`src/rtl/hdlc_tx_sequencer_if.sv`:
```
// Bundle of the Tx buffer / register side and serial line signals of the
// HDLC transmit sequencer. The master side drives the request and buffer
// data; the slave side (the sequencer) drives the strobe, line and status.
interface hdlc_tx_sequencer_if;
  logic       Tx_Enable;
  logic [7:0] Tx_FrameSize;
  logic [7:0] Tx_Data;
  logic       Tx_AbortFrame;
  logic       Tx_RdBuff;
  logic       Tx;
  logic       Tx_ValidFrame;
  logic       Tx_AbortedTrans;
  logic       Tx_Done;
  logic       Tx_Busy;
  logic [2:0] dbg_state;

  modport master (
    output Tx_Enable, Tx_FrameSize, Tx_Data, Tx_AbortFrame,
    input  Tx_RdBuff, Tx, Tx_ValidFrame, Tx_AbortedTrans, Tx_Done, Tx_Busy,
    input  dbg_state
  );

  modport slave (
    input  Tx_Enable, Tx_FrameSize, Tx_Data, Tx_AbortFrame,
    output Tx_RdBuff, Tx, Tx_ValidFrame, Tx_AbortedTrans, Tx_Done, Tx_Busy,
    output dbg_state
  );
endinterface

```
`src/rtl/hdlc_tx_sequencer.sv`:
```
// HDLC transmit sequencer: emits start flag, LSB-first data with zero
// insertion, end flag, idle ones and the abort pattern, one bit per clock.
// All line and status outputs are registered; Tx lags the state by one clock.
//
// Buffer read handshake: Tx_RdBuff is a one-cycle strobe with no back
// pressure. The buffer must present the byte on Tx_Data during the cycle
// after the strobe; the holding register captures it at the end of that cycle.
module hdlc_tx_sequencer #(
  parameter int MAX_BYTES = 126
) (
  input  logic               Clk,
  input  logic               Rst,
  hdlc_tx_sequencer_if.slave bus
);

  localparam logic [2:0] S_IDLE  = 3'd0;
  localparam logic [2:0] S_START = 3'd1;
  localparam logic [2:0] S_DATA  = 3'd2;
  localparam logic [2:0] S_END   = 3'd3;
  localparam logic [2:0] S_ABORT = 3'd4;

  localparam logic [7:0] FLAG_PAT  = 8'h7E;
  localparam logic [7:0] ABORT_PAT = 8'hFE;
  localparam logic [7:0] MAX_SIZE  = 8'(MAX_BYTES);

  logic [2:0] state_q, state_d;
  logic [2:0] bit_q, bit_d;         // flag/abort bit index, or data bit index
  logic [2:0] ones_q, ones_d;       // consecutive data ones emitted
  logic [7:0] bytes_q, bytes_d;     // bytes still to be loaded into shift_q
  logic [7:0] hold_q, hold_d;       // prefetched next byte
  logic [7:0] shift_q, shift_d;     // byte currently being serialised
  logic       last_q, last_d;       // data finished, only a stuff bit remains
  logic       rd_q, rd_d;
  logic       rd_dly_q, rd_dly_d;   // strobe delayed to the data-valid cycle
  logic       tx_q, tx_d;
  logic       valid_q, valid_d;
  logic       aborted_q, aborted_d;
  logic       done_pend_q, done_pend_d;
  logic       done_q, done_d;

  logic       size_ok;
  logic       abort_req;

  assign size_ok   = (bus.Tx_FrameSize != 8'd0) && (bus.Tx_FrameSize <= MAX_SIZE);
  assign abort_req = bus.Tx_AbortFrame && ((state_q == S_START) || (state_q == S_DATA));

  // Next-state, next-bit and status computation for every state.
  always_comb begin
    state_d     = state_q;
    bit_d       = bit_q;
    ones_d      = ones_q;
    bytes_d     = bytes_q;
    shift_d     = shift_q;
    last_d      = last_q;
    aborted_d   = aborted_q;
    hold_d      = rd_dly_q ? bus.Tx_Data : hold_q;
    rd_dly_d    = rd_q;
    rd_d        = 1'b0;
    tx_d        = 1'b1;
    valid_d     = 1'b0;
    done_pend_d = 1'b0;
    done_d      = done_pend_q;

    if (abort_req) begin
      // Abort replaces whatever this state would emit, including a pending
      // stuff bit; the first abort bit goes out on this very edge.
      state_d   = S_ABORT;
      bit_d     = 3'd1;
      tx_d      = ABORT_PAT[0];
      ones_d    = 3'd0;
      last_d    = 1'b0;
      aborted_d = 1'b1;
    end else begin
      case (state_q)
        S_IDLE: begin
          if (bus.Tx_Enable && size_ok) begin
            state_d   = S_START;
            bit_d     = 3'd0;
            bytes_d   = bus.Tx_FrameSize;
            rd_d      = 1'b1;
            aborted_d = 1'b0;
          end
        end

        S_START: begin
          tx_d    = FLAG_PAT[bit_q];
          valid_d = 1'b1;
          bit_d   = bit_q + 3'd1;
          if (bit_q == 3'd7) begin
            state_d = S_DATA;
            shift_d = hold_q;
            ones_d  = 3'd0;
            last_d  = 1'b0;
            if (bytes_q != 8'd0) begin
              bytes_d = bytes_q - 8'd1;
            end
            rd_d = (bytes_q > 8'd1);
          end
        end

        S_DATA: begin
          valid_d = 1'b1;
          if (ones_q == 3'd5) begin
            // Inserted zero: the shift register and bit index stall.
            tx_d   = 1'b0;
            ones_d = 3'd0;
            if (last_q) begin
              state_d = S_END;
              bit_d   = 3'd0;
              last_d  = 1'b0;
            end
          end else begin
            tx_d    = shift_q[0];
            ones_d  = shift_q[0] ? (ones_q + 3'd1) : 3'd0;
            shift_d = {1'b0, shift_q[7:1]};
            bit_d   = bit_q + 3'd1;
            if (bit_q == 3'd7) begin
              if (bytes_q != 8'd0) begin
                shift_d = hold_q;
                bytes_d = bytes_q - 8'd1;
                rd_d    = (bytes_q > 8'd1);
              end else if (shift_q[0] && (ones_q == 3'd4)) begin
                last_d = 1'b1;
              end else begin
                state_d = S_END;
                bit_d   = 3'd0;
              end
            end
          end
        end

        S_END: begin
          tx_d  = FLAG_PAT[bit_q];
          bit_d = bit_q + 3'd1;
          if (bit_q == 3'd7) begin
            state_d     = S_IDLE;
            done_pend_d = 1'b1;
          end
        end

        S_ABORT: begin
          tx_d  = ABORT_PAT[bit_q];
          bit_d = bit_q + 3'd1;
          if (bit_q == 3'd7) begin
            state_d = S_IDLE;
          end
        end

        default: begin
          state_d = S_IDLE;
        end
      endcase
    end
  end

  // State, datapath and registered outputs; reset forces the idle line.
  always_ff @(posedge Clk or posedge Rst) begin
    if (Rst) begin
      state_q     <= S_IDLE;
      bit_q       <= 3'd0;
      ones_q      <= 3'd0;
      bytes_q     <= 8'd0;
      hold_q      <= 8'd0;
      shift_q     <= 8'd0;
      last_q      <= 1'b0;
      rd_q        <= 1'b0;
      rd_dly_q    <= 1'b0;
      tx_q        <= 1'b1;
      valid_q     <= 1'b0;
      aborted_q   <= 1'b0;
      done_pend_q <= 1'b0;
      done_q      <= 1'b0;
    end else begin
      state_q     <= state_d;
      bit_q       <= bit_d;
      ones_q      <= ones_d;
      bytes_q     <= bytes_d;
      hold_q      <= hold_d;
      shift_q     <= shift_d;
      last_q      <= last_d;
      rd_q        <= rd_d;
      rd_dly_q    <= rd_dly_d;
      tx_q        <= tx_d;
      valid_q     <= valid_d;
      aborted_q   <= aborted_d;
      done_pend_q <= done_pend_d;
      done_q      <= done_d;
    end
  end

  assign bus.Tx_RdBuff       = rd_q;
  assign bus.Tx              = tx_q;
  assign bus.Tx_ValidFrame   = valid_q;
  assign bus.Tx_AbortedTrans = aborted_q;
  assign bus.Tx_Done         = done_q;
  assign bus.Tx_Busy         = (state_q != S_IDLE);
  assign bus.dbg_state       = state_q;

endmodule

```
`src/flat_wrapper.sv`:
```
// flat-port wrapper written by rule: the top's interface ports become plain ports
module hdlc_tx_sequencer_flat 
#(
  parameter int MAX_BYTES = 126
)
  (Clk, Rst, bus_Tx_Enable, bus_Tx_FrameSize, bus_Tx_Data, bus_Tx_AbortFrame, bus_Tx_RdBuff, bus_Tx, bus_Tx_ValidFrame, bus_Tx_AbortedTrans, bus_Tx_Done, bus_Tx_Busy, bus_dbg_state);
  hdlc_tx_sequencer_if bus_i ();
  input  logic Clk;
  input  logic Rst;
  input wire logic [$bits(bus_i.Tx_Enable)-1:0] bus_Tx_Enable;
  input wire logic [$bits(bus_i.Tx_FrameSize)-1:0] bus_Tx_FrameSize;
  input wire logic [$bits(bus_i.Tx_Data)-1:0] bus_Tx_Data;
  input wire logic [$bits(bus_i.Tx_AbortFrame)-1:0] bus_Tx_AbortFrame;
  output wire logic [$bits(bus_i.Tx_RdBuff)-1:0] bus_Tx_RdBuff;
  output wire logic [$bits(bus_i.Tx)-1:0] bus_Tx;
  output wire logic [$bits(bus_i.Tx_ValidFrame)-1:0] bus_Tx_ValidFrame;
  output wire logic [$bits(bus_i.Tx_AbortedTrans)-1:0] bus_Tx_AbortedTrans;
  output wire logic [$bits(bus_i.Tx_Done)-1:0] bus_Tx_Done;
  output wire logic [$bits(bus_i.Tx_Busy)-1:0] bus_Tx_Busy;
  output wire logic [$bits(bus_i.dbg_state)-1:0] bus_dbg_state;
  assign bus_i.Tx_Enable = bus_Tx_Enable;
  assign bus_i.Tx_FrameSize = bus_Tx_FrameSize;
  assign bus_i.Tx_Data = bus_Tx_Data;
  assign bus_i.Tx_AbortFrame = bus_Tx_AbortFrame;
  assign bus_Tx_RdBuff = bus_i.Tx_RdBuff;
  assign bus_Tx = bus_i.Tx;
  assign bus_Tx_ValidFrame = bus_i.Tx_ValidFrame;
  assign bus_Tx_AbortedTrans = bus_i.Tx_AbortedTrans;
  assign bus_Tx_Done = bus_i.Tx_Done;
  assign bus_Tx_Busy = bus_i.Tx_Busy;
  assign bus_dbg_state = bus_i.dbg_state;
  hdlc_tx_sequencer #(.MAX_BYTES(MAX_BYTES)) u_core (.Clk(Clk), .Rst(Rst), .bus(bus_i));
endmodule
```
`config.mk`:
```
export PLATFORM = sky130hd
export DESIGN_NAME = hdlc_tx_sequencer_flat
export DESIGN_NICKNAME = d
export VERILOG_FILES = /design/src/rtl/hdlc_tx_sequencer_if.sv /design/src/rtl/hdlc_tx_sequencer.sv /design/src/flat_wrapper.sv
export SDC_FILE = /design/constraint.sdc
export NUM_CORES = 1
export LEC_CHECK = 0
export CAP_MARGIN = 10
export CELL_PAD_IN_SITES_DETAIL_PLACEMENT = 0
export CELL_PAD_IN_SITES_GLOBAL_PLACEMENT = 1
export CORE_MARGIN = 1
export CORE_UTILIZATION = 42
export DETAILED_ROUTE_END_ITERATION = 12
export GPL_TIMING_DRIVEN = 0
export PLACE_DENSITY = 0.76
export SLEW_MARGIN = 20
export SYNTH_ARGS = -nofsm -noshare
export SYNTH_HDL_FRONTEND = slang
export SYNTH_SLANG_ARGS = --single-unit
```
`constraint.sdc`:
```
create_clock -name Clk -period 2.4 [get_ports Clk]
set_clock_uncertainty 0.2 [all_clocks]
set_input_delay 0.48 -clock Clk [delete_from_list [all_inputs] [get_ports Clk]]
set_output_delay 0.48 -clock Clk [all_outputs]
set_load 0.02 [all_outputs]
```
==> flow_metrics.env <==
export IMPL_clk_latency_ns=0.29
export IMPL_cp_arrival_ns=2.31
export IMPL_synth_cell_type_count=47
export IMPL_clkTransAtPathRegs_ns=0.07
export IMPL_slowest_delay_ns=0.46
export IMPL_worstPathCellList="clkdlybuf4s50_1, or4_4, o41ai_4, o311ai_2, o221a_4, mux2_4"
export IMPL_gr_total_overflow=0
export IMPL_critPathSlowestCell="clkdlybuf4s50_1"
export IMPL_grt_pass1_vias=1708
export IMPL_leakagePower_uw=0.00125
export IMPL_crit_cells=6
export IMPL_die_h_um=74.8
export IMPL_wirelength_um=4920
export IMPL_worstPathRequired_ns=2.38
export IMPL_critPathMaxFanout=4
export IMPL_rr_startpoint="u_core.bus.dbg_state[1]$_DFFE_PP0P_"
export IMPL_syn_area_per_cell_um2=9.81
export IMPL_die_area_um2=5600
export IMPL_cts_sinks=41
export IMPL_cp_end_kind="flip-flop"
export IMPL_maxCapViolCount=0
export IMPL_grt_max_degree=33
export IMPL_grt_pass1_wl_um=8090
export IMPL_dp_hpwl_um=3510
export IMPL_area_delta_synth_final_pct=25.6
export IMPL_cp_endpoint="u_core.bus.dbg_state[0]$_DFFE_PP0P_"
export IMPL_setup_ws_ns=0.0641
export IMPL_drv_slew=0
export IMPL_cts_hold_buf=0
export IMPL_muxShareOfSynthArea=0.0899
export IMPL_drtIter0Drc=92
export IMPL_yosys_register_bits=41
export IMPL_synthesis_area_um2=2230
export IMPL_worstMarginPinSlew_ns=0.751
export IMPL_hold_ws_ns=0.167
export IMPL_synth_warnings=0
export IMPL_portBuffers=28
export IMPL_root_buffer="clkbuf_8"
export IMPL_pin_count=29
export IMPL_finalNonFillerCells=335
export IMPL_grtUsageTotal=0.194
export IMPL_wl_per_cell_um=14.7
export IMPL_drtAntennaViolNets=0
export IMPL_start_util=0.436
export IMPL_cts_inserted_buffers=5
export IMPL_clk_path_buf_depth=2
export IMPL_critPathKind="in2reg"
export IMPL_synth_compound_area_share=0.186
export IMPL_diodes=0
export IMPL_rsz0062_at_grt="true"
export IMPL_synth_simple_area_share=0.174
export IMPL_yosys_area_share_adder=0.0450
export IMPL_drt_pass1_iter_count=4
export IMPL_reg2reg_depth=5
export IMPL_die_w_um=74.8
export IMPL_synth_xor_area_share=0.00393
export IMPL_fin_tns_setup_ns=0
export IMPL_setup_violations=0
export IMPL_cts_tree="done"
export IMPL_pre_cts_ws_ns=-0.438
export IMPL_synth_edf_count=0
export IMPL_final_nets=293
export IMPL_p_per_area_nw_per_um2=1100
export IMPL_seq_area_frac_synth=0.461
export IMPL_synth_top_family_by_area="compound AO/OA/AOI/OAI gates"
export IMPL_layout_drive_gt1_share=0.155
export IMPL_rr_endpoint="u_core.bus.dbg_state[0]$_DFFE_PP0P_"
export IMPL_placementRows=26
export IMPL_critPathBufInv=1
export IMPL_vias=1802
export IMPL_via_per_inst=5.38
export IMPL_outcome="completed"
export IMPL_crit_family="compound AO/OA/AOI/OAI gates"
export IMPL_core_um2=5110
export IMPL_period_share=0.973
export IMPL_start_kind="input port"
export IMPL_route_detailed_drc=0
export IMPL_min_period_ns=2.34
export IMPL_finalHoldViolations=0
export IMPL_finalWeightedCongestion=0.843
export IMPL_reg2reg_slack_ns=0.14
export IMPL_syn_inst=227
export IMPL_async_reset_ff_frac=1.00
export IMPL_crit_start="bus_Tx_FrameSize[0]"
export IMPL_synthFlopType="dfrtp_1"
export IMPL_placed_cells=326
export IMPL_ir_drop_uv=659
export IMPL_max_slew_margin_rel=0.499
export IMPL_synth_fp_nets=255
export IMPL_utilization=0.548
export IMPL_antenna_found_initial=0
export IMPL_min_path_type="reg2reg"
export IMPL_htree_levels=2
export IMPL_max_freq_mhz=428
## synthesized netlist by cell type (all sizes together), types with 2 or more instances
library cell | instances | area (um2)
dfrtp | 40 | 1000
nand2 | 23 | 86.3
nor2 | 20 | 75.1
o21ai | 15 | 75.1
a21oi | 13 | 65.1
inv | 10 | 37.5
mux2 | 10 | 120
clkbuf | 9 | 33.8
ha | 8 | 100
mux2i | 8 | 80.1
nand2b | 5 | 31.3
nand3 | 5 | 25.0
a31oi | 4 | 25.0
o22a | 4 | 35.0
or3 | 4 | 30.0
and3 | 3 | 18.8
nor3 | 3 | 15.0
nor3b | 3 | 22.5
nor4 | 3 | 18.8
o21bai | 3 | 22.5
o22ai | 3 | 18.8
o41ai | 3 | 33.8
a211oi | 2 | 15.0
a21boi | 2 | 15.0
a21o | 2 | 15.0
a32o | 2 | 20.0
and2 | 2 | 12.5
buf | 2 | 16.3
nand4 | 2 | 12.5
or4 | 2 | 15.0
## layout by cell type (no fill, tap or decap), types with 3 or more instances in the layout
master           instances
clkdlybuf4s50_1         24
nand2b_1                 5
o22ai_1                  3
o21bai_1                 3
ha_1                     7
nand3_1                  5
dfrtp_1                 40
and3_1                   3
o21ai_0                 14
clkbuf_1                 5
nand2_1                 22
clkbuf_2                 3
nor2_1                  20
o22a_1                   4
a21oi_1                 13
buf_4                    3
inv_1                    9
mux2_2                   8
dlygate4sd2_1            4
mux2i_1                  8
clkbuf_8                 5
a31oi_1                  4
nor3_1                   3
## where the power goes
group	switching (uW)	internal [uW]	total [uW]
combinational	723	658	1380
clock	233	302	536
sequential	210	957	1170
## metrics by stage
stage	cell area (um2)	total power [uW]
after floorplan	2230	2090
after global placement	2590	2480
after detailed placement	2610	2500
after CTS	2780	3090
after global routing	2800	3310
final	2800	3080
## flip-flops by register name, indices dropped and copies added, names as in the netlist, 3 cells and up
register,count
u_core.bus.dbg_state,3
u_core.bytes_q,8
u_core.hold_q,8
u_core.shift_q,8
u_core.bit_q,3
u_core.ones_q,3
## metal layers
metal	GRT usage	part of all wire	wire, um	up-vias
met3	0.0361	0.032	156	6
li1	-	-	-	893
met4	0.0629	0.012	60	0
met1	0.265	0.50	2460	870
met5	0	0	0	-
met2	0.312	0.46	2240	33
## cell families after synthesis
| logic type | after synthesis |
|---|---|
| AO/OA/AOI/OAI | 60 |
| XOR/XNOR | 1 |
| adder cells (fa/ha/maj) | 8 |
| buffers and inverters | 21 |
| flip-flops | 41 |
| multiplexers | 18 |
| AND/OR/NAND/NOR | 78 |
## area by class of cell
class / instances / area [um2]
fillers: 489 / 2310
flip-flops and latches: 41 / 1030
multi-input cells: 165 / 1170
well taps: 70 / 87.6
clock inverters: 2 / 35.0
repair buffers: 32 / 318
clock buffers: 5 / 68.8
inverters: 10 / 37.5
plain buffers: 10 / 56.3
## worst min path at each step
| stage | startpoint | endpoint | slack [ns] | cells past startpoint |
|---|---|---|---|---|
| after floorplan | u_core.done_d$_DFF_PP0_ | u_core.bus.Tx_Done$_DFF_PP0_ | 0.13 | 0 |
| after global placement | u_core.done_d$_DFF_PP0_ | u_core.bus.Tx_Done$_DFF_PP0_ | 0.14 | 0 |
| after detailed placement | u_core.done_d$_DFF_PP0_ | u_core.bus.Tx_Done$_DFF_PP0_ | 0.15 | 0 |
| after CTS | u_core.done_d$_DFF_PP0_ | u_core.bus.Tx_Done$_DFF_PP0_ | 0.17 | 0 |
| after global routing | u_core.done_d$_DFF_PP0_ | u_core.bus.Tx_Done$_DFF_PP0_ | 0.18 | 0 |
| final | u_core.done_d$_DFF_PP0_ | u_core.bus.Tx_Done$_DFF_PP0_ | 0.17 | 0 |
## repair_timing
action | CTS | global route
endpoints found under the hold margin | 0 | 0
setup endpoints to repair | 20 | 19
gates resized for setup | 14 | 8
buffers inserted | 3 | 0
pin swaps | 4 | 1
Note: power is estimated with default switching activity, not from simulation.
